<file path="src/rtl/stc_pkg.sv">
// Shared types and size helpers for the unstructured-sparse PE controller.
package stc_pkg;

    localparam int DEF_N       = 8;
    localparam int DEF_DW_DATA = 8;
    localparam int DEF_K       = 16;

    typedef enum logic [2:0] {
        IDLE,
        RUN,
        ZERO,
        DRAIN,
        WAIT_OUT
    } state_t;

    function automatic int addr_w(input int k);
        return (k > 1) ? $clog2(k) : 1;
    endfunction

    function automatic int nnz_w(input int k);
        return $clog2(k) + 1;
    endfunction

endpackage

</file>
<file path="src/rtl/stc_issue_stage.sv">
// One-deep issue -> PE pipeline: launches the B-row read, range-checks the column,
// and presents value, B row and the load/acc enable one cycle later.
module stc_issue_stage
    import stc_pkg::*;
#(
    parameter int N       = DEF_N,
    parameter int DW_DATA = DEF_DW_DATA,
    parameter int K       = DEF_K,
    parameter int AW      = addr_w(K)
) (
    input  logic                 clk,
    input  logic                 reset,
    input  logic                 issue,
    input  logic                 zero_op,
    input  logic                 first,
    input  logic [DW_DATA-1:0]   val,
    input  logic [AW:0]          col,
    input  logic [N*DW_DATA-1:0] b_rd_data,
    output logic                 b_rd_en,
    output logic [AW-1:0]        b_rd_addr,
    output logic                 col_oor,
    output logic [DW_DATA-1:0]   pe_A_element,
    output logic [N*DW_DATA-1:0] pe_B_row,
    output logic                 pe_load_en,
    output logic                 pe_acc_en
);

    logic               in_range;
    logic               vld_q;
    logic               first_q;
    logic               bzero_q;
    logic [DW_DATA-1:0] val_q;

    assign in_range  = col < (AW+1)'(K);
    assign b_rd_en   = issue && !zero_op && in_range;
    assign b_rd_addr = b_rd_en ? col[AW-1:0] : '0;
    assign col_oor   = issue && !zero_op && !in_range;

    // NOTE: state registers use non-blocking assignments so every flop samples pre-edge values.
    always_ff @(posedge clk or posedge reset) begin
        if (reset) begin
            vld_q   <= 1'b0;
            first_q <= 1'b0;
            bzero_q <= 1'b0;
            val_q   <= '0;
        end else begin
            vld_q <= issue;
            if (issue) begin
                val_q   <= zero_op ? '0 : val;
                first_q <= first;
                bzero_q <= zero_op || !in_range;
            end
        end
    end

    // b_rd_data is only meaningful the cycle after an in-range read, hence the gating.
    assign pe_A_element = vld_q ? val_q : '0;
    assign pe_B_row     = (vld_q && !bzero_q) ? b_rd_data : '0;
    assign pe_load_en   = vld_q && first_q;
    assign pe_acc_en    = vld_q && !first_q;

endmodule

</file>
<file path="src/rtl/stc_pe_ctrl.sv">
// Row sequencer for one sparse PE: accepts a row descriptor and its nonzeros,
// steers B rows into the PE, and presents the finished D row until accepted.
module stc_pe_ctrl
    import stc_pkg::*;
#(
    parameter int N       = DEF_N,
    parameter int DW_DATA = DEF_DW_DATA,
    parameter int K       = DEF_K,
    parameter int AW      = addr_w(K),
    parameter int NNZ_W   = nnz_w(K)
) (
    input  logic                 clk,
    input  logic                 reset,
    input  logic                 row_valid,
    output logic                 row_ready,
    input  logic [NNZ_W-1:0]     row_nnz,
    input  logic                 elem_valid,
    output logic                 elem_ready,
    input  logic [DW_DATA-1:0]   elem_val,
    input  logic [AW:0]          elem_col,
    output logic                 b_rd_en,
    output logic [AW-1:0]        b_rd_addr,
    input  logic [N*DW_DATA-1:0] b_rd_data,
    output logic [DW_DATA-1:0]   pe_A_element,
    output logic [N*DW_DATA-1:0] pe_B_row,
    output logic                 pe_load_en,
    output logic                 pe_acc_en,
    output logic                 out_valid,
    input  logic                 out_ready,
    output logic                 col_err
);

    state_t           state;
    state_t           state_nxt;
    logic [NNZ_W-1:0] remaining;
    logic             first;
    logic             row_hs;
    logic             elem_hs;
    logic             issue;
    logic             col_oor;

    assign row_hs  = row_valid && (state == IDLE);
    assign elem_hs = elem_valid && (state == RUN) && (remaining != '0);
    assign issue   = elem_hs || (state == ZERO);

    always_ff @(posedge clk or posedge reset) begin
        if (reset) state <= IDLE;
        else       state <= state_nxt;
    end

    // NOTE: every always_comb output gets a default first so no path can infer a latch.
    always_comb begin
        state_nxt  = state;
        row_ready  = 1'b0;
        elem_ready = 1'b0;
        out_valid  = 1'b0;
        unique case (state)
            IDLE: begin
                row_ready = !reset;
                if (row_valid) state_nxt = (row_nnz == '0) ? ZERO : RUN;
            end
            RUN: begin
                elem_ready = (remaining != '0);
                if (elem_valid && remaining == NNZ_W'(1)) state_nxt = DRAIN;
            end
            ZERO:  state_nxt = DRAIN;
            DRAIN: state_nxt = WAIT_OUT;
            WAIT_OUT: begin
                out_valid = 1'b1;
                if (out_ready) state_nxt = IDLE;
            end
            default: state_nxt = IDLE;
        endcase
    end

    always_ff @(posedge clk or posedge reset) begin
        if (reset) begin
            remaining <= '0;
            first     <= 1'b0;
            col_err   <= 1'b0;
        end else if (row_hs) begin
            remaining <= row_nnz;
            first     <= 1'b1;
            col_err   <= 1'b0;
        end else if (elem_hs) begin
            remaining <= remaining - NNZ_W'(1);
            first     <= 1'b0;
            if (col_oor) col_err <= 1'b1;
        end
    end

    // An empty row borrows the issue slot to load C_row through a zero product.
    stc_issue_stage #(
        .N       (N),
        .DW_DATA (DW_DATA),
        .K       (K),
        .AW      (AW)
    ) u_issue (
        .clk          (clk),
        .reset        (reset),
        .issue        (issue),
        .zero_op      (state == ZERO),
        .first        (first || (state == ZERO)),
        .val          (elem_val),
        .col          (elem_col),
        .b_rd_data    (b_rd_data),
        .b_rd_en      (b_rd_en),
        .b_rd_addr    (b_rd_addr),
        .col_oor      (col_oor),
        .pe_A_element (pe_A_element),
        .pe_B_row     (pe_B_row),
        .pe_load_en   (pe_load_en),
        .pe_acc_en    (pe_acc_en)
    );

endmodule

</file>
<file path="config.mk">
export PLATFORM = sky130hd
export DESIGN_NAME = stc_pe_ctrl
export DESIGN_NICKNAME = d
export VERILOG_FILES = /design/src/rtl/stc_pkg.sv /design/src/rtl/stc_issue_stage.sv /design/src/rtl/stc_pe_ctrl.sv
export SDC_FILE = /design/constraint.sdc
export NUM_CORES = 1
export LEC_CHECK = 0
export ABC_AREA = 0
export CAP_MARGIN = 20
export CORE_MARGIN = 4
export CORE_UTILIZATION = 32
export DETAILED_ROUTE_END_ITERATION = 10
export GPL_TIMING_DRIVEN = 0
export HOLD_SLACK_MARGIN = 0.06
export PLACE_DENSITY = 0.87
export SLEW_MARGIN = 25
export SYNTH_ARGS = -nofsm -noshare
export SYNTH_HDL_FRONTEND = slang
export SYNTH_SLANG_ARGS = --single-unit
</file>
<file path="constraint.sdc">
create_clock -name clk -period 2.7 [get_ports clk]
set_input_delay 0.675 -clock clk [delete_from_list [all_inputs] [get_ports clk]]
set_output_delay 0.675 -clock clk [all_outputs]
set_load 0.005 [all_outputs]
</file>
* Word-level counts from Yosys, hierarchy flattened
Cells that the tools add are included.
** Word-level totals
- Bits in registers :: 21
- Bits of input ports :: 87
- Output and inout port bits :: 83
- Logic and storage cells :: 62
** Cells by class
- Add/subtract/negate cells :: 1
- $lt $le $gt $ge :: 1
- Equal/unequal tests :: 8
- Multiplexer cells :: 19
- Reduce and logical (&&, ||, !) cells :: 25
** Operators by type and width (number)
- 64-bit 2-to-1 mux :: 1
- 8-bit 2-to-1 mux :: 2
- 3-bit one-hot mux with 5 select lines :: 1
- 1-bit logical AND :: 10
- 5-bit 2-to-1 mux :: 2
- 3-bit 2-to-1 mux :: 3
- 1-bit 2-to-1 mux :: 8
- 3-bit by 2-bit equality test with 1-bit output (second input constant) :: 2
- 5-bit by 1-bit equality test with 1-bit output (second input constant) :: 1
- 1-bit logical NOT :: 5
- 5-bit logical NOT :: 1
- 5-bit < comparator (second input constant) :: 1
- 5-bit nonzero test :: 1
- 5-bit by 1-bit subtractor with 5-bit output (second input constant) :: 1
- 4-bit 2-to-1 mux :: 1
- 2-bit != test (second input constant) :: 2
- 2-bit nonzero test :: 2
- 3-bit by 1-bit equality test with 1-bit output (second input constant) :: 1
- 3-bit equality test (second input constant) :: 1
- 3-bit logical NOT :: 1
- 1-bit logical OR :: 3
- 3-bit AND reduction :: 1
- 2-bit 2-to-1 mux :: 1
- 2-bit by 1-bit != test with 1-bit output (second input constant) :: 1
- 2-bit AND reduction :: 1

* Longest topological paths before layout
Gate-level depths: netlist (run 1).
- Depth in word-level cells :: 9
- Gate-level depth with buffers :: 7
- Mapped depth without buffers :: 5

* Hierarchy
From an unflattened synthesis (run 1), not the netlist that was laid out.
** Unflattened totals
- Cells, all modules :: 181
- Area, all modules :: 1644.1 µm²
** Modules (own cells, without submodules)
- stc_issue_stage :: instances 1, cells each 116, area an instance 993.5 µm², seq. area each 275.3 µm²
- stc_pe_ctrl :: instances 1, cells each 65, area an instance 650.6 µm², seq. area each 250.2 µm²

* Worst setup path after synthesis (run 1)
OpenSTA, ideal clock, no wires.
- Path kind :: input-to-output
- Start :: input elem_valid
- End :: output b_rd_addr[0]
- Arrival time :: 1456 ps
- Slack :: 569 ps
- Stages on the path :: 4
- Cells stage by stage :: nand4bb_1 clkbuf_1 nor3_1 and2_1
** Between the ends
- Word-level cells in the longest chain between the ends :: 6
** Ends and longest elaborated chain
- start, declared :: line stc_pe_ctrl.sv:17 : input logic elem_valid,
- 1-bit logical AND (2 in a row) :: line stc_pe_ctrl.sv:43 : assign elem_hs = elem_valid && (state == RUN) && (remaining != '0);
- 1-bit logical OR :: line stc_pe_ctrl.sv:44 : assign issue = elem_hs || (state == ZERO);
- 1-bit logical AND (2 in a row) :: line stc_issue_stage.sv:35 : assign b_rd_en = issue && !zero_op && in_range;
- via b_rd_en :: line stc_pe_ctrl.sv:21 : output logic b_rd_en,
- 4-bit 2-to-1 mux :: line stc_issue_stage.sv:36 : assign b_rd_addr = b_rd_en ? col[AW-1:0] : '0;
- end, declared :: line stc_pe_ctrl.sv:22 : output logic [AW-1:0] b_rd_addr,
The timed path passes the listed nets, and every way through them passes these cells.

* Worst setup path after layout (run 1)
- Start :: register remaining[0]
- End :: output b_rd_addr[3]
** Between the ends
- Word-level cells in the longest chain between the ends :: 6
** Ends and longest elaborated chain
- start, declared :: line stc_pe_ctrl.sv:35 : logic [NNZ_W-1:0] remaining;
- start signal, assigned :: line stc_pe_ctrl.sv:82 : remaining <= row_nnz;
- start signal, assigned :: line stc_pe_ctrl.sv:86 : remaining <= remaining - NNZ_W'(1);
- 5-bit nonzero test :: line stc_pe_ctrl.sv:43
- 1-bit logical AND :: line stc_pe_ctrl.sv:43
- 1-bit logical OR :: line stc_pe_ctrl.sv:44
- 1-bit logical AND (2 in a row) :: line stc_issue_stage.sv:35
- 4-bit 2-to-1 mux :: line stc_issue_stage.sv:36
No other way between the ends.

==> results of run 1 <==
[metal layers]
layer / part of all wire [%] / GRT usage [%] / wire length (µm) / vias up
li1: - / - / - / 1058
met1: 37 / 25.6 / 3070 / 1053
met2: 51 / 43.8 / 4250 / 123
met3: 11 / 8.30 / 906 / 20
met4: 1.7 / 6.59 / 140 / 0
met5: 0 / 0 / 0 / -
[cell type report]
type                            instances  area (µm²)  area share (%)
Clock buffer                            3        41.3            1.14
Sequential cell                        21         526            14.5
Buffer                                 19         116            3.22
Timing Repair Buffer                  177        1740            48.1
Clock inverter                          1        5.00           0.138
Tap cell                               70        87.6            2.42
Inverter                                7        26.3           0.727
Multi-Input combinational cell        161        1070            29.7
[sequential cells by signal, summed over array words and instances (netlist names)]
| name | cells |
|---|---|
| state | 3 |
| u_issue.bzero_q | 1 |
| u_issue.first_q | 1 |
| u_issue.vld_q | 1 |
| first | 1 |
| u_issue.val_q | 8 |
| remaining | 5 |
| col_err | 1 |
[cells in the final DEF (no fill, tap or decap), types with 2 or more instances in the layout]
cell	instances
nand3_1	10
nor2b_1	2
nor4b_2	2
clkdlybuf4s50_1	164
and2_1	75
or4_1	2
clkbuf_2	5
inv_1	5
o21ai_0	2
and2_4	2
nand4_1	2
a21o_1	2
nor2_1	4
clkdlybuf4s15_1	2
nor4_1	3
clkbuf_1	7
o211ai_1	10
clkbuf_8	6
ha_1	2
or4b_1	2
buf_2	3
inv_2	2
nand2_1	14
a211oi_1	2
nor3_1	3
a21oi_1	2
dfrtp_1	21
buf_1	2
a31oi_1	5
buf_4	8
[what timing repair did]
action	CTS	global route
gates resized for setup	18	16
setup buffers	6	3
hold endpoints to repair	0	0
setup endpoints to repair	66	65
pin swaps	2	1
cloned	0	0
[power by group through the flow]
stage          Clock, W  Combinational [W]  Sequential, W
5_1_grt        0.000223            0.00180       0.000585
2_1_floorplan         0           0.000694       0.000536
3_5_place_dp          0            0.00154       0.000567
3_3_place_gp          0            0.00152       0.000557
4_1_cts        0.000214            0.00163       0.000562
6_report       0.000215            0.00167       0.000571
[through the flow]
step	setup TNS (ns)	setup WS [ns]	area, µm²	std cells
2_1_floorplan	0	0.569	1690	208
3_3_place_gp	-3.02	-0.638	3470	447
3_5_place_dp	-3.13	-0.656	3470	447
4_1_cts	0	0.00238	3590	456
5_1_grt	-0.549	-0.0382	3620	459
6_report	0	0.0538	3620	459
[worst register-to-register path, stage by stage, from the launching register on]
cell and delay, ns:
dfrtp_1 0.41, inv_2 0.08, ha_2 0.18, or4b_1 0.43, clkbuf_1 0.19, buf_2 0.23, nand4_1 0.13, nand4_1 0.10
[worst min-delay path by stage]
stage | from | endpoint | slack [ns] | cells past startpoint
after detailed placement | first | first | 0.47 | 1
after global routing | first | first | 0.51 | 1
after floorplan | first | first | 0.45 | 1
after CTS | first | first | 0.49 | 1
final | first | first | 0.49 | 1
after global placement | first | first | 0.46 | 1
[kinds of logic after synthesis]
kind of cell	count (synthesis)	synth area share, %
compound gates	25	10.3
xor+xnor	1	0.519
fa+ha+maj	3	2.23
buf+inv	26	7.20
flops	21	31.2
simple gates	132	48.6
==> impl_metrics.csv, run 1 <==
group,metric,value,unit
run_status,outcome,"finished clean",
floorplanning,start_util,33.0,%
clock_tree,numCtsBuffers,3,
route,ant_nets,0,
sta,grt_setup_unrepaired,"yes",
sta,timing.final.crit_period,2.65,ns
floorplanning,die_x,80.6,µm
critical_path,rrSetupSlack,0.84,ns
critical_path,startpoint_type,"flop",
synthesis,syn_nets,298,
critical_path,setup.worst_path.end,"b_rd_addr[3]",
power_and_ir_drop,clockPowerShare,8.8,%
clock_tree,cts_root_buffer,"clkbuf_8",
synthesis,yosysMostFrequentCell,"and2_1",
sta,relSlewSlack,45.7,%
floorplanning,core-area,5110,µm²
synthesis,async_reset_ff_share,100,%
placement,portBuffers,169,
synthesis,yosysTopAreaCellShare,31.2,%
synthesis,synth.top_cells.by_count,"and2_1, dfrtp_1, nand2_1",
grt,grt_overflow,0,
synthesis,yosysWarnings,0,
critical_path,cp_max_fo,4,
synthesis,netlist.top_cell.by_area,"dfrtp_1",
clock_tree,clk_latency,0.27,ns
power_and_ir_drop,intPower,0.00154,W
layout,fill_cells,412,
clock_tree,clock_sinks,21,
floorplanning,row_count,26,
synthesis,synth.avg_cell_area,8.11,µm²
grt,antenna_found_initial,0,
critical_path,worstPathRequired,2.03,ns
synthesis,ys_ff_latch,21,
clock_tree,clkSlewWorstSetupHoldPaths,0.08,ns
min_path,hold_path.class,"flop to flop",
sta,fmaxAchievable,378,MHz
layout,final_nets,480,
clock_tree,cts_hold_buf,0,
critical_path,cpPeakStageDelay,0.41,ns
synthesis,synth_flop_cell,"dfrtp_1",
placement,globalplace.congestion,0.873,
layout,num_antenna_cells,0,
critical_path,crit_family,"buffers and inverters",
sta,finalSetupViolCount,0,
floorplanning,die_area,6500,µm²
job,cap_violations,0,
grt,grt_pass1_wl,11700,µm
sta,skew,0.00146,ns
critical_path,reg2reg_from,"remaining[0]",
critical_path,critPathCaptureType,"primary output",
route,drc,0,
grt,grtUsageTotal,23.8,%
critical_path,reg2reg_to,"remaining[3]",
critical_path,crit_slowest_cell,"dfrtp_1",
power_and_ir_drop,power.total,0.00245,W
route,via_count,2254,
critical_path,cp_data_arrival_time,1.97,ns
synthesis,synth.cell_area,1690,µm²
route,drt_wl_total,8370,µm
layout,drive_gt1_share,9.51,%
power_and_ir_drop,switching_share,37.0,%
power_and_ir_drop,power-per-cell-area,678,nW/µm²
power_and_ir_drop,p_leak,1.48,nW
sta,min_period_over_period,98.0,%
floorplanning,io_pins,170,
synthesis,synthCells,208,
synthesis,seq_area_frac_synth,31.2,%
power_and_ir_drop,ir_drop,0.582,mV
route,via_per_inst,4.91,
critical_path,crit_top_cell,"buf_4",
grt,grt_max_degree,22,
critical_path,critical_path_class,"flop to primary output",
sta,hold_ws,0.491,ns
route,wire_per_inst,18.2,µm
clock_tree,ctsLongestPathBuffers,2,
layout,area_growth,114,%
floorplanning,die_h,80.6,µm
critical_path,crit_chain,"inv_2 > ha_2 > nor4b_4 > buf_4 > nor3_4 > buf_4 > and2_4 > clkdlybuf4s15_1",
critical_path,cp.depth,8,
power_and_ir_drop,combPwrFrac,67.9,%
synthesis,netlist_top_cells_area,"dfrtp_1, and2_1, o211ai_1",
critical_path,startpoint,"remaining[0]",
clock_tree,cts_tree,"built",
sta,hold_viol,0,
route,dr.first_iter.drc_count,80,
layout,final_util,70.8,%
placement,dp_hpwl,6490,µm
sta,worst_slew_pin_slew,0.814,ns
grt,grt_pass1_vias,2205,
sta,slew_violations,0,
critical_path,crit_buf_inv,4,
critical_path,reg2reg_depth,7,
synthesis,ys_types,37,
synthesis,synth_edf_count,0,
power_and_ir_drop,power_switching,0.000907,W
power_and_ir_drop,pwr-share-seq,23.3,%
clock_tree,htreeDepth,1,
route,first_pass_iters,4,
No activity file was read; power rests on OpenSTA's default activity.
==> run 2: changes to the inputs <==
==> constraint.sdc (replaced) <==
create_clock -name clk -period 3.1 [get_ports clk]
set_input_delay 0.775 -clock clk [delete_from_list [all_inputs] [get_ports clk]]
set_output_delay 0.775 -clock clk [all_outputs]
set_load 0.005 [all_outputs]
==> run 2 against run 1 <==
Clock power is 12% lower. Cell area is 0.73% lower. Global-route usage is 0.21 points lower. Sequential cell count stayed put. Largest power group unchanged. Sequential share of layout area is 0.11 points higher. First-iteration DRC count is 3.8% lower. Largest cell class unchanged. Total power is 15% lower. Cell count is 0.44% lower. Core utilization is 0.51 points lower. Sequential power is 13% lower. Die area stayed put.
==> impl_metrics.csv, run 2 (same netlist as run 1, synthesis figures left out) <==
group,metric,value,unit
clock_tree,clkSlewWorstSetupHoldPaths,0.08,ns
floorplanning,die_h,80.6,µm
sta,hold_viol,0,
grt,grtUsageTotal,23.6,%
critical_path,worstPathRequired,2.32,ns
route,drt_wl_total,8230,µm
route,wl_met3,918,µm
floorplanning,die_x,80.6,µm
sta,timing.final.crit_period,2.98,ns
sta,relSlewSlack,46.4,%
layout,final_util,70.3,%
route,via_per_inst,4.84,
layout,final_nets,478,
layout,final_cell_mix,"clkdlybuf4s50_1, and2_1, dfrtp_1",
grt,grt_overflow,0,
route,wl_met1,3010,µm
route,dr.first_iter.drc_count,77,
critical_path,critical_path_class,"flop to primary output",
critical_path,cp_data_arrival_time,2.21,ns
clock_tree,numCtsBuffers,3,
critical_path,startpoint_type,"flop",
layout,area_growth,113,%
sta,worst_slew_pin_slew,0.803,ns
layout,fin_cells,457,
clock_tree,clock_sinks,21,
job,cap_violations,0,
sta,slew_violations,0,
sta,skew,0.00590,ns
critical_path,critPathCaptureType,"primary output",
sta,tns,0,ns
sta,finalSetupViolCount,0,
route,drc,0,
grt,antenna_found_initial,0,
route,via_count,2213,
critical_path,cp_max_fo,5,
route,route.met2.wl,4140,µm
layout,largest_registers,"u_issue.val_q (8), remaining (5), state (3)",
power_and_ir_drop,ir_drop,0.489,mV
floorplanning,die_area,6500,µm²
clock_tree,cts_root_buffer,"clkbuf_8",
grt,grt_pass1_vias,2171,
sta,hold_ws,0.488,ns
layout,fill_cells,407,
power_and_ir_drop,p_leak,1.47,nW
floorplanning,row_count,26,
sta,min_period_over_period,96.2,%
layout,largest-register,"u_issue.val_q",
route,wire_per_inst,18.0,µm
placement,portBuffers,169,
clock_tree,cts_tree,"built",
floorplanning,io_pins,170,
route,ant_nets,0,
placement,globalplace.congestion,0.873,
clock_tree,htreeDepth,1,
floorplanning,start_util,33.0,%
power_and_ir_drop,power-per-cell-area,582,nW/µm²
grt,grt_max_degree,22,
grt,grt_pass1_wl,11600,µm
clock_tree,clk_latency,0.27,ns
sta,grt_setup_unrepaired,"no",
min_path,hold_path.class,"flop to flop",
placement,post-place-cells,447,
clock_tree,ctsLongestPathBuffers,2,
floorplanning,core-area,5110,µm²
layout,final_common_cell,"clkdlybuf4s50_1",
route,routed.top_layer,"met4",
placement,dp_hpwl,6490,µm
layout,num_antenna_cells,0,
run_status,outcome,"finished clean",
layout,drive_gt1_share,6.20,%
sta,fmaxAchievable,335,MHz
layout,largest_reg_flops,8,
route,first_pass_iters,4,
## run 2: cell count changes in the layout (fill, tap and decap cells not counted), sizes merged
| cell | before | now |
|---|---|---|
| buf | 14 | 11 |
| dlygate4sd2 | 1 | 2 |
| clkbuf | 18 | 17 |
| dlymetal6s2s | 0 | 1 |
| clkdlybuf4s50 | 164 | 166 |
| clkdlybuf4s15 | 2 | 0 |
## run 2: routing by layer
metal / GRT usage (%) / vias to the layer above
li1: - / 1058
met1: 25.8 / 1016
met2: 42.9 / 121
met3: 8.18 / 18
met4: 6.59 / 0
met5: 0 / -
## run 2: what timing repair did
action                     4_1_cts  5_1_grt
buffers inserted                 1        5
setup endpoints to repair        6        4
gates resized for setup          9        2
pin swaps                        1        1
hold buffers                     0        0
## run 2: area by class of cell
cell class / count / area [µm²] / share of cell area (%)
Timing Repair Buffer: 175 / 1740 / 48.4
Multi-Input combinational cell: 161 / 1060 / 29.6
Sequential cell: 21 / 526 / 14.6
Buffer: 19 / 105 / 2.93
Tap cell: 70 / 87.6 / 2.44
Clock buffer: 3 / 41.3 / 1.15
Inverter: 7 / 26.3 / 0.732
Clock inverter: 1 / 5.00 / 0.139
## run 2: worst paths after layout
| kind | start | end | slack, ns | depth (start not counted) |
|---|---|---|---|---|
| min in group asynchronous | reset | state[2] | 0.98 | 2 |
| min | first | first | 0.49 | 1 |
| max | remaining[0] | b_rd_addr[3] | 0.12 | 7 |
| max in group asynchronous | reset | first | 1.61 | 2 |
| max reg2reg | remaining[1] | remaining[3] | 1.18 | 7 |
| min reg2reg | first | first | 0.49 | 1 |
## run 2: where the power goes
group | internal [W] | switching (W) | total [W]
registers | 0.000396 | 0.000101 | 0.000496
clock network | 0.0000900 | 0.0000989 | 0.000189
logic | 0.000829 | 0.000576 | 0.00141
## run 2: worst max-delay path, stage by stage (launching register included)
cell             delay, ns
dfrtp_1               0.40
inv_1                 0.08
ha_1                  0.23
nor4b_4               0.15
buf_4                 0.16
nor3_4                0.23
and2_4                0.17
clkdlybuf4s50_1       0.51
## run 2: through the flow
step                      instance area [µm²]  setup slack, ns  power [W]
after floorplan                          1690            0.769    0.00107
after global placement                   3470           -0.438    0.00181
after detailed placement                 3470           -0.456    0.00184
after CTS                                3550           0.0286    0.00206
after global routing                     3590           0.0317    0.00223
final                                    3590            0.116    0.00209
==> patch 1, RTL diff (settings of run 1) <==
Reset style: synchronous (`reset`), changed in 3 clocked blocks.
--- a/src/rtl/stc_issue_stage.sv
+++ b/src/rtl/stc_issue_stage.sv
@@ -37,7 +37,7 @@
     assign col_oor   = issue && !zero_op && !in_range;
 
     // NOTE: state registers use non-blocking assignments so every flop samples pre-edge values.
-    always_ff @(posedge clk or posedge reset) begin
+    always_ff @(posedge clk) begin
         if (reset) begin
             vld_q   <= 1'b0;
             first_q <= 1'b0;
--- a/src/rtl/stc_pe_ctrl.sv
+++ b/src/rtl/stc_pe_ctrl.sv
@@ -43,7 +43,7 @@
     assign elem_hs = elem_valid && (state == RUN) && (remaining != '0);
     assign issue   = elem_hs || (state == ZERO);
 
-    always_ff @(posedge clk or posedge reset) begin
+    always_ff @(posedge clk) begin
         if (reset) state <= IDLE;
         else       state <= state_nxt;
     end
@@ -73,7 +73,7 @@
         endcase
     end
 
-    always_ff @(posedge clk or posedge reset) begin
+    always_ff @(posedge clk) begin
         if (reset) begin
             remaining <= '0;
             first     <= 1'b0;
Function: differs if reset is asserted again (counterexample within 4 cycles, from zero or initial values and one cycle with reset high); with reset held inactive, the same outputs for 10 cycles.
==> patch 1 against run 1 <==
Sequential cell count is the same. Routed wire length shrank 12%. Global-route usage shrank 1.6 points. Count of clock-buffer cells in the layout is the same. First-iteration DRC count shrank 35%. Synthesized cell count shrank 9.1%. Setup slack lost 0.040 ns. Synthesized area shrank 13%. Design area shrank 5.7%. Highest routed layer unchanged.
Power is not compared: it rests on default switching activity, and its combinational part moved more than twofold at a synthesized area within 25%.
==> patch 1: results (changes against run 1) <==
| Metric | Value |
|---|---|
| CTS buffer count | `3 (unchanged)` |
| Antenna diode count | `0 (unchanged)` |
| Share of cells above drive strength 1 | `11.0% (+1.5 points)` |
| Synthesized net count | `279 (-6.4%)` |
| Placement Cell Area | `3240 um2 (-6.6%)` |
| Clock skew | `0.00488 ns (+0.00342 ns)` |
| Router iterations before antenna repair | `4 (unchanged)` |
| Wire length on met1 | `2560 um (-17%)` |
| Largest regs | `u_issue.val_q x8, remaining x5, state x3` |
| Synth cell count leaders | `and2_1, dfxtp_1, nor2_1` |
| Max Fclk | `0.372 GHz (-1.5%)` |
| Sequential area share after synthesis | `28.5% (-2.7 points)` |
| Top_reg_cell synth | `dfxtp_1` |
| Ys async rst share | `0% (-100 points)` |
| First-pass GRT wire length | `9630 um (-18%)` |
| Gate Count Post-Synth | `189 (-9.1%)` |
| Hold_sp | `u_issue.val_q[0]` |
| Worst-skew pair later-pin latency | `0.26 ns` |
| Pre-CTS setup slack | `-0.491 ns (+0.165 ns)` |
| Starting DRT DRC Count | `52 (-35%)` |
| Status | `finished, final reports clean` |
| Crit-path max FO | `7 (+3)` |
| Peak VDD IR | `385 uV` |
| Final Wtd Congestion | `0.855 (-2.1%)` |
| Routed wl met2 | `3840 um (-9.6%)` |
| CP Class | `flop to flop` |
| Routed via count | `2045 (-9.3%)` |
| Met3 routed WL | `873 um (-3.6%)` |
| Final WL | `7390 um (-12%)` |
| Top Family by Delay on Critical Path | `buffers and inverters` |
| Post-DP HPWL | `5810 um (-10%)` |
| Synth cell types | `29 (-22%)` |
| Critical path's slowest cell | `dfxtp_4` |
| Root Driver | `clkbuf_8` |
| Placed Instances | `410 (-8.3%)` |
| Final Non-Filler Cells | `426 (-7.2%)` |
| Rel. slew slack | `51.9% (+6.2 points)` |
| Setup TNS | `0 ns (unchanged)` |
| Reg2reg start | `remaining[0]` |
| IO buf count | `169 (unchanged)` |
| Vias in the first global route | `1822 (-17%)` |
| H-tree Lvls | `1 (unchanged)` |
| GRT Util Overall | `22.3% (-1.6 points)` |
| Register-to-register setup slack | `0.01 ns (-0.83 ns)` |
| Final #Nets | `465 (-3.1%)` |
| R2R depth | `15 (+8)` |
| Cell types occupying the most area after synthesis | `and2_1, dfxtp_1, a22o_1` |
| Max incr delay on CP | `0.36 ns (-0.05 ns)` |
| Synth area leader | `and2_1` |
| Hold crit path type | `flop to flop` |
| Largest net degree at the start of global routing | `13 (-41%)` |
| DR top layer | `met4` |
| Clk slew on worst S/H paths | `0.08 ns (about the same)` |
| Crit path to | `remaining[4]` |
| Number of antenna violations at the first check in global routing | `0 (unchanged)` |
patch 1: metrics by stage:
| stage | hold slack, ns | power, mW |
|---|---|---|
| floorplan | 0.434 | 0.556 |
| global placement | 0.447 | 0.835 |
| detailed placement | 0.454 | 0.848 |
| CTS | 0.475 | 1.07 |
| global route | 0.484 | 1.16 |
| finish | 0.474 | 1.09 |
patch 1: timing repair:
item,CTS,global route
setup buffers,8,4
gates cloned,0,0
pin swaps,1,2
resized for setup,12,19
endpoints found under the setup margin,45,43
patch 1: cell families (layout without fill, tap and decap cells):
kind of cell	Yosys count	in the layout	share of synthesized area [%]
AOI/OAI and AO/OA	20	20	11.9
adders and majority gates	3	3	2.54
buffers and inverters	17	202	5.34
DFF	21	21	28.5
and+or+nand+nor	128	128	51.7
patch 1: report_power, final:
group | switching (mW) | internal, mW
clock | 0.104 | 0.103
combinational | 0.194 | 0.326
sequential | 0.0217 | 0.341
total | 0.320 | 0.770
patch 1: routing by layer:
layer / GRT usage (%) / vias to the layer above
li1: - / 1011
met1: 25.5 / 933
met2: 40.6 / 90
met3: 6.20 / 11
met4: 5.24 / 0
met5: 0 / -
patch 1: final cells by class:
class,count,area [um2]
Sequential cell,21,425
Clock inverter,1,5.00
Timing Repair Buffer,181,1780
Tap cell,52,65.1
Clock buffer,3,41.3
Buffer,14,77.6
Fill cell,343,1010
Multi-Input combinational cell,151,1000
Inverter,3,11.3
patch 1: how the worst min path moves through the flow:
stage | to | slack [ns] | cells past startpoint
2_1_floorplan | u_issue.val_q[0] | 0.43 | 1
3_3_place_gp | u_issue.val_q[6] | 0.45 | 1
3_5_place_dp | u_issue.val_q[4] | 0.45 | 1
4_1_cts | u_issue.val_q[2] | 0.47 | 1
5_1_grt | u_issue.val_q[2] | 0.48 | 1
6_report | u_issue.val_q[0] | 0.47 | 1
==> patch 2, RTL diff (config.mk and constraints of run 1) <==
Made on the original files. `DEF_DW_DATA`: 8 -> 12.
--- a/src/rtl/stc_pkg.sv
+++ b/src/rtl/stc_pkg.sv
@@ -2,7 +2,7 @@
 package stc_pkg;
 
     localparam int DEF_N       = 8;
-    localparam int DEF_DW_DATA = 8;
+    localparam int DEF_DW_DATA = 12;
     localparam int DEF_K       = 16;
 
     typedef enum logic [2:0] {
Interface: changed (resized b_rd_data, elem_val, pe_A_element and pe_B_row); port bits go from 170 to 242. No check against the original RTL was run, so the function may have changed too.
==> patch 2 against run 1 <==
Combinational power up 42%. Critical endpoint is now pe_B_row[93]. Critical path depth fell by 3. Setup slack better by 0.049 ns. Count of clock-buffer cells in the layout unchanged. Design area up 32%. Routed wire length is 25% higher. Sequential power up 14%. First-iteration DRC count fell by 23%. Sequential cell count up 4. Synthesized area rose by 25%. Sequential share of layout area down 1.4 points. Largest cell class unchanged. Global-route usage increased by 0.20 points. Total power up 33%. Die area up 22%.
==> patch 2: results (changes against run 1) <==
| Metric | Value |
|---|---|
| Status | `finished, final reports clean` |
| Crit path to | `pe_B_row[93]` |
| IO buf count | `241 (+43%)` |
| Ys async rst share | `100% (unchanged)` |
| Pre-CTS setup slack | `-0.454 ns (+0.203 ns)` |
| Final WL | `10400 um (+25%)` |
| Cell types occupying the most area after synthesis | `and2_1, dfrtp_1, mux2i_1` |
| Worst reg2reg endpoint | `u_issue.val_q[4]` |
| R2R depth | `8 (+1)` |
| Crit path DAT | `1.92 ns (-0.05 ns)` |
| Drt wl/cell | `17.8 um (-2.4%)` |
| Vias per inst | `4.62 (-5.9%)` |
| Max incr delay on CP | `0.53 ns (+0.12 ns)` |
| CTS buffer count | `3 (unchanged)` |
| Largest regs | `u_issue.val_q x12, remaining x5, state x3` |
| Starting DRT DRC Count | `62 (-23%)` |
| Placement Cell Area | `4610 um2 (+33%)` |
| Sequential area share after synthesis | `29.8% (-1.4 points)` |
| Int Pwr | `2.11 mW (+36%)` |
| Met3 Usage GRT | `5.16% (-3.1 points)` |
| Post-Synth XOR/XNOR Area | `0.417% (-0.10 points)` |
| GRT Util Overall | `24.0% (+0.20 points)` |
| Final Wtd Congestion | `0.831 (-4.8%)` |
| Peak VDD IR | `499 uV (-14%)` |
| WHS | `0.480 ns (-0.0109 ns)` |
| Gate Count Post-Synth | `257 (+24%)` |
| Placed Instances | `575 (+29%)` |
| Reg2reg start | `remaining[1]` |
| Critical path's slowest cell | `clkdlybuf4s50_1` |
| Setup ws final | `0.103 ns (+0.0494 ns)` |
| Register-to-register setup slack | `0.80 ns (-0.04 ns)` |
| Clock skew | `0.00182 ns (+0.000363 ns)` |
| Met2 Use GR | `40.8% (-3.0 points)` |
| Antenna diode count | `0 (unchanged)` |
| Largest net degree at the start of global routing | `26 (+18%)` |
| Synth Area in Compound Gates | `5.12% (-5.2 points)` |
| H-tree Lvls | `1 (unchanged)` |
| Share of power burned in registers | `20.1% (-3.2 points)` |
| Worst slew pin tran | `0.918 ns (+0.105 ns)` |
| Synth cell types | `42 (+14%)` |
| M1 GR Usage | `31.9% (+6.2 points)` |
| Final #Nets | `636 (+33%)` |
| Worst setup startpoint | `u_issue.vld_q` |
| Crit-path max FO | `10 (+6)` |
| Worst-skew pair later-pin latency | `0.27 ns (about the same)` |
| Clk network pwr share | `7.1% (-1.7 points)` |
| Adder-Cell Fraction of Synth Area | `1.79% (-0.44 points)` |
| Post-synthesis mux area share | `6.79% (+6.8 points)` |
| Leak pwr | `2.04 nW (+38%)` |
| Share of cells above drive strength 1 | `8.84% (-0.67 points)` |
| First-pass GRT wire length | `14600 um (+24%)` |
| Synth cell count leaders | `and2_1, dfrtp_1, inv_1` |
| Fillcell total | `483 (+17%)` |
| Post-DP HPWL | `8730 um (+35%)` |
| Post-CTS Setup Bufs | `10 (+4)` |
| Vias in the first global route | `2594 (+18%)` |
| Synthesized net count | `383 (+29%)` |
| Router iterations before antenna repair | `5 (+1)` |
| CTS resizes | `39 (+21)` |
| Pwr Density | `683 nW/um2 (+0.69%)` |
## patch 2: cell count changes after synthesis, sizes merged, moves of 4 or more
| cell | before | now |
|---|---|---|
| and2 | 77 | 109 |
| mux2i | 0 | 12 |
| inv | 7 | 18 |
| o211ai | 10 | 1 |
| nand3 | 10 | 3 |
| dfrtp | 21 | 25 |
| nor3b | 1 | 5 |
## patch 2: area by class of cell
class | instances | area (um2) | area share, %
Timing Repair Buffer | 250 | 2460 | 51.7
Multi-Input combinational cell | 195 | 1350 | 28.3
Sequential cell | 25 | 627 | 13.2
Buffer | 17 | 115 | 2.42
Tap cell | 77 | 96.3 | 2.02
Inverter | 18 | 67.6 | 1.42
Clock buffer | 3 | 41.3 | 0.868
Clock inverter | 1 | 7.51 | 0.158
## patch 2: per-layer routing
layer  share of wire, %  up-vias  wire, um
met3                8.7        9       911
met2                 50      108      5160
li1                   -     1327         -
met1                 41     1263      4230
met5                  0        -         0
met4                1.1        0       117
